$ cat src/rtl/csm_pkg.sv
// Shared definitions for the storage/compute datapath and its controller.
// - opcode_e : operation encoding shared with the controller FSM
// - ARITH_*  : arith_op strobe values
// - DEFAULT_*: default datapath geometry
package csm_pkg;

  typedef enum logic [1:0] {
    OP_RD  = 2'b00,
    OP_WR  = 2'b01,
    OP_ADD = 2'b10,
    OP_SUB = 2'b11
  } opcode_e;

  localparam logic ARITH_ADD = 1'b0;
  localparam logic ARITH_SUB = 1'b1;

  localparam int unsigned DEFAULT_WIDTH = 8;
  localparam int unsigned DEFAULT_DEPTH = 16;

endpackage

$ cat src/rtl/csm_addsub.sv
// Combinational WIDTH-bit adder/subtractor.
// Ports:
//   a_i, b_i     operands (result is a_i +/- b_i)
//   sub_i        ARITH_ADD or ARITH_SUB
//   result_o     low WIDTH bits of the result
//   carry_o      carry out (add) or borrow (sub, set when a_i < b_i unsigned)
//   overflow_o   two's-complement signed overflow
module csm_addsub
  import csm_pkg::*;
#(
  parameter int unsigned WIDTH = DEFAULT_WIDTH
) (
  input  logic [WIDTH-1:0] a_i,
  input  logic [WIDTH-1:0] b_i,
  input  logic             sub_i,
  output logic [WIDTH-1:0] result_o,
  output logic             carry_o,
  output logic             overflow_o
);

  logic [WIDTH:0] ext;
  logic           b_eff_msb;

  always_comb begin
    ext = '0;
    if (sub_i == ARITH_SUB) begin
      // Bit WIDTH of the extended difference is the borrow.
      ext = {1'b0, a_i} - {1'b0, b_i};
    end else begin
      ext = {1'b0, a_i} + {1'b0, b_i};
    end
  end

  assign result_o = ext[WIDTH-1:0];
  assign carry_o  = ext[WIDTH];

  // Subtraction adds the complement of b, so its sign flips for the overflow test.
  assign b_eff_msb  = (sub_i == ARITH_SUB) ? ~b_i[WIDTH-1] : b_i[WIDTH-1];
  assign overflow_o = (a_i[WIDTH-1] == b_eff_msb) && (result_o[WIDTH-1] != a_i[WIDTH-1]);

endmodule

$ cat src/rtl/storage_compute_datapath.sv
// Responder side of the operation-controller interface: a register-file memory
// with one shared read/write port (port 1) and one read port (port 2), operand
// registers A/B and an add/sub unit whose result is written back to memory.
// Ports:
//   clk, rst_n                   clock (rising edge), async active-low reset
//   RD_en1, RD_en2, WR_en1       port strobes from the controller
//   mux1                         port-1 address: 0 = rd_addr1, 1 = wr_addr
//   mux2                         0 = plain memory op, 1 = arithmetic op
//   arith_op                     0 = add, 1 = subtract (A - B)
//   rd_addr1, rd_addr2, wr_addr  addresses
//   data_in                      external write data
//   data_out, out_valid          registered read data and its one-cycle pulse
//   carry, overflow              flags of the last arithmetic write-back
//   proto_err                    sticky protocol-violation flag
module storage_compute_datapath
  import csm_pkg::*;
#(
  parameter int unsigned WIDTH = DEFAULT_WIDTH,
  parameter int unsigned DEPTH = DEFAULT_DEPTH,
  localparam int unsigned AW = (DEPTH > 1) ? $clog2(DEPTH) : 1
) (
  input  logic             clk,
  input  logic             rst_n,
  input  logic             RD_en1,
  input  logic             RD_en2,
  input  logic             WR_en1,
  input  logic             mux1,
  input  logic             mux2,
  input  logic             arith_op,
  input  logic [AW-1:0]    rd_addr1,
  input  logic [AW-1:0]    rd_addr2,
  input  logic [AW-1:0]    wr_addr,
  input  logic [WIDTH-1:0] data_in,
  output logic [WIDTH-1:0] data_out,
  output logic             out_valid,
  output logic             carry,
  output logic             overflow,
  output logic             proto_err
);

  logic [WIDTH-1:0] mem_q [DEPTH];
  logic [WIDTH-1:0] a_q, b_q;
  logic [WIDTH-1:0] data_out_q;
  logic             out_valid_q, carry_q, overflow_q, proto_err_q;

  logic [AW-1:0]    addr1;
  logic [WIDTH-1:0] rd_data1, rd_data2, wr_data;
  logic             wr_ok, rd1_ok, plain_rd, load_a, load_b, arith_wb, err_set;
  logic [WIDTH-1:0] alu_result;
  logic             alu_carry, alu_overflow;

  // Out-of-range addresses only exist when DEPTH is not a power of two.
  function automatic logic in_range(logic [AW-1:0] addr);
    return 32'(addr) < DEPTH;
  endfunction

  assign addr1 = mux1 ? wr_addr : rd_addr1;

  assign rd_data1 = in_range(addr1)    ? mem_q[addr1]    : '0;
  assign rd_data2 = in_range(rd_addr2) ? mem_q[rd_addr2] : '0;

  // Port 1 is shared: a simultaneous write wins and the read is dropped.
  assign wr_ok    = WR_en1 & mux1;
  assign rd1_ok   = RD_en1 & ~WR_en1;
  assign plain_rd = rd1_ok & ~mux2;
  assign load_a   = rd1_ok & RD_en2 & mux2;
  assign load_b   = RD_en2 & mux2;
  assign arith_wb = wr_ok & mux2;

  assign err_set = (RD_en1 & WR_en1) | (WR_en1 & ~mux1) | (RD_en2 & ~mux2);

  csm_addsub #(
    .WIDTH (WIDTH)
  ) u_addsub (
    .a_i        (a_q),
    .b_i        (b_q),
    .sub_i      (arith_op),
    .result_o   (alu_result),
    .carry_o    (alu_carry),
    .overflow_o (alu_overflow)
  );

  assign wr_data = mux2 ? alu_result : data_in;

  // Memory; port-2 reads see pre-write contents because the write lands at the edge.
  always_ff @(posedge clk or negedge rst_n) begin
    if (!rst_n) begin
      for (int i = 0; i < int'(DEPTH); i++) begin
        mem_q[i] <= '0;
      end
    end else if (wr_ok && in_range(wr_addr)) begin
      mem_q[wr_addr] <= wr_data;
    end
  end

  always_ff @(posedge clk or negedge rst_n) begin
    if (!rst_n) begin
      a_q         <= '0;
      b_q         <= '0;
      data_out_q  <= '0;
      out_valid_q <= 1'b0;
      carry_q     <= 1'b0;
      overflow_q  <= 1'b0;
      proto_err_q <= 1'b0;
    end else begin
      out_valid_q <= plain_rd;
      if (plain_rd) begin
        data_out_q <= rd_data1;
      end
      if (load_a) begin
        a_q <= rd_data1;
      end
      if (load_b) begin
        b_q <= rd_data2;
      end
      if (arith_wb) begin
        carry_q    <= alu_carry;
        overflow_q <= alu_overflow;
      end
      if (err_set) begin
        proto_err_q <= 1'b1;
      end
    end
  end

  assign data_out  = data_out_q;
  assign out_valid = out_valid_q;
  assign carry     = carry_q;
  assign overflow  = overflow_q;
  assign proto_err = proto_err_q;

endmodule

$ cat config.mk
export PLATFORM = sky130hd
export DESIGN_NAME = storage_compute_datapath
export DESIGN_NICKNAME = d
export VERILOG_FILES = /design/src/rtl/csm_pkg.sv /design/src/rtl/csm_addsub.sv /design/src/rtl/storage_compute_datapath.sv
export SDC_FILE = /design/constraint.sdc
export NUM_CORES = 1
export LEC_CHECK = 0
export ABC_AREA = 1
export CAP_MARGIN = 20
export CELL_PAD_IN_SITES_DETAIL_PLACEMENT = 0
export CELL_PAD_IN_SITES_GLOBAL_PLACEMENT = 1
export CORE_UTILIZATION = 49
export CTS_CLUSTER_DIAMETER = 40
export DETAILED_ROUTE_END_ITERATION = 16
export PLACE_DENSITY_LB_ADDON = 0.1
export SYNTH_ARGS = -nofsm -noshare
export SYNTH_HDL_FRONTEND = slang
export SYNTH_HIERARCHICAL = 1
export SYNTH_SLANG_ARGS = --single-unit
$ cat constraint.sdc
create_clock -name clk -period 7.2 [get_ports clk]
set_input_delay 0.72 -clock clk [delete_from_list [all_inputs] [get_ports clk]]
set_output_delay 0.72 -clock clk [all_outputs]
set_load 0.02 [all_outputs]
==> flow_metrics.tcl <==
set metrics [dict create \
    outcome "completed" \
    final_cell_area_um2 10300 \
    die_area_um2 19500 \
    postCtsSetupBuffers 0 \
    hold_viol 0 \
    cts.sinks 156 \
    pin_count 40 \
    rsz0062_at_grt "false" \
    report.power.total_mw 3.41 \
    synth_top_area_share_pct 42.0 \
    detailed_place_hpwl_mm 20.3 \
    cts_tree "built" \
    setup_violations 0 \
    wire_per_inst_um 19.0 \
    reg2reg_slack_ns 4.03 \
    place_ws_ns 3.16 \
    vias 8648 \
    antenna_found_initial 0 \
    crit_required_ns 7.52 \
    fin_ws_ns 3.54 \
    async_reset_ff_share_pct 100 \
    grt_use_total_pct 31.9 \
    grt_pass1_vias 8007 \
    synthSimpleGateAreaFrac_pct 30.3 \
    fin_setup_tns_ns 0 \
    drive_gt1_share_pct 6.37 \
    rows 50 \
    sw_frac_of_total_pct 38.5 \
    viasPerCell 5.57 \
    drc 0 \
    synth_top_family_by_area "simple AND/OR/NAND/NOR gates" \
    clock_latency_ns 0.44 \
    synthAdderAreaFrac_pct 1.43 \
    dr.first_iter.drc_count 900 \
    power_frac_clock_pct 28.7 \
    yosys.area.top_type "dfrtp_1" \
    clkTransAtPathRegs_ns 0.07 \
    power_leakage_nw 5.08 \
    portBuffers 39 \
    grt_max_degree 111 \
    vdd_ir_drop_max_uv 175 \
    grt_pass1_wl_mm 46.8 \
    gp_congestion 0.887 \
    dp.cells 1520 \
    synthMuxAreaShare_pct 1.10 \
    ys.flop_type "dfrtp_1" \
    switching_power_mw 1.32 \
    syn-cell-area_um2 9300 \
    hp-class "in2async" \
    post-synth-top-count-cell "nand2_1" \
    ys_seq_area_share_pct 42.0 \
    slew_viol_final 0 \
    ant_nets 0 \
    dieHeight_um 140 \
    first_pass_iters 8 \
    yosys_register_bits 156 \
    netlist_top_cells_area "dfrtp_1 (42%), nand2_1 (15%), nand3_1 (12%)" \
    period_minus_slack_ns 3.66 \
    finalNetCount 1343 \
    fin_skew_ns 0.0140 \
    htreeDepth 4 \
    core-area_um2 18600 \
    min_period_over_period_pct 50.9 \
    placed_area_um2 9710 \
    syn_area_per_cell_um2 7.12 \
    cts.repair.resized 0 \
    synthToLayoutAreaGrowth_pct 11.2 \
    yosys_warnings 6 \
    postRouteWirelength_mm 29.6 \
    synth_cell_types 36 \
    r2r_cells 11 \
    synthCells 1306 \
    crit_fanout 49 \
    grt-ovfl-total 0 \
    synth_common_cells "nand2_1 (367), nand3_1 (214), o21ai_0 (178)" \
    post-route-util_pct 55.5 \
    max_freq_mhz 273 \
    timing.rr.start "b_q[0]$_DFFE_PN0P_" \
    worst_slew_pin_slew_ns 1.01 \
    synth_fp_nets 1344 \
    synth_compound_area_share_pct 13.8 \
    cp-start-kind "input port" \
    cts_buffer_depth 2 \
    synth_edf_count 0 \
    power_frac_comb_pct 32.2 \
    critPathCaptureType "flop" \
    hold-worst-slack_ns 0.327 \
    path_class "in2reg" \
    slew_headroom_pct 32.6 \
    p_int_mw 2.10 \
    powerDensity_nw_per_um2 330 \
    final_cells 1552 \
    nFillCells 1881 \
    cap_violations 0 \
    die_w_um 140 \
    root_buffer "clkbuf_16" \
    synth_xor_area_share_pct 0.941 \
    numCtsBuffers 17 \
    cp.arrival_ns 3.98 \
    cts_hold_buf 0 \
    pwr-share-seq_pct 39.1 \
    start_util_pct 49.9 \
    diodes 0 \
    r2r-end "mem_q[123]$_DFFE_PN0P_" \
]
-- worst max path at each step --
stage	start	end	slack, ns	depth (start not counted)
detailed placement	mux1	data_out[4]$_DFFE_PN0P_	3.16	11
CTS	mux1	data_out[4]$_DFFE_PN0P_	3.61	11
global placement	mux1	data_out[4]$_DFFE_PN0P_	3.23	11
global route	mux1	a_q[5]$_DFFE_PN0P_	3.32	11
floorplan	arith_op	mem_q[125]$_DFFE_PN0P_	4.57	11
finish	mux1	data_out[4]$_DFFE_PN0P_	3.54	11
-- worst max-delay path: stages --
cell,delay (ns)
clkdlybuf4s50_1,0.81
nand2_2,0.71
nand2_2,0.47
buf_4,0.50
nand2_1,0.10
nand3_1,0.09
nand3_1,0.12
nand3_1,0.18
nand2_1,0.10
nand2_1,0.07
nand2_1,0.06
-- cells by family after synthesis --
logic type      after synthesis
simple gates                638
compound gates              252
buf+inv                     230
flops                       156
xor+xnor                     10
mux                          10
fa+ha+maj                    10
-- cells in the final DEF (no fill, tap or decap), drive strengths merged, types with 5 or more instances in the layout --
cell type	count
mux2i	8
ha	9
a21oi	65
clkdlybuf4s50	37
dfrtp	156
nor2	18
nand3b	16
clkbuf	18
nand3	216
o21ai	183
nand2	379
xor2	7
inv	163
nor3	5
buf	18
-- state kept, by name (all words and copies together), names as in the netlist --
signal / count
mem_q: 128
a_q: 8
b_q: 8
data_out: 8
carry: 1
out_valid: 1
overflow: 1
proto_err: 1
-- metal layers --
layer	part of all wire [%]	track usage, %	wire length [µm]
met5	0	0	0
met4	2.7	10.6	809
met3	6.7	6.74	1970
met2	43	47.8	12800
met1	47	45.6	13900
-- power by group through the flow --
stage                     clock network, mW  logic, mW  registers [mW]
final                                 0.981       1.10            1.33
after global routing                   1.03       1.24            1.37
after detailed placement                  0       1.10            1.34
after floorplan                           0      0.724            1.30
after CTS                             0.995       1.10            1.33
after global placement                    0       1.09            1.34
-- final cells by class --
| type | count | area [µm²] | share of cell area, % |
|---|---|---|---|
| multi-input cells | 920 | 4430 | 42.8 |
| flip-flops and latches | 156 | 3900 | 37.7 |
| inverters | 155 | 582 | 5.62 |
| repair buffers | 55 | 509 | 4.92 |
| clock buffers | 18 | 439 | 4.24 |
| well taps | 234 | 293 | 2.83 |
| clock inverters | 14 | 195 | 1.89 |
No activity file was read; power rests on OpenSTA's default activity.
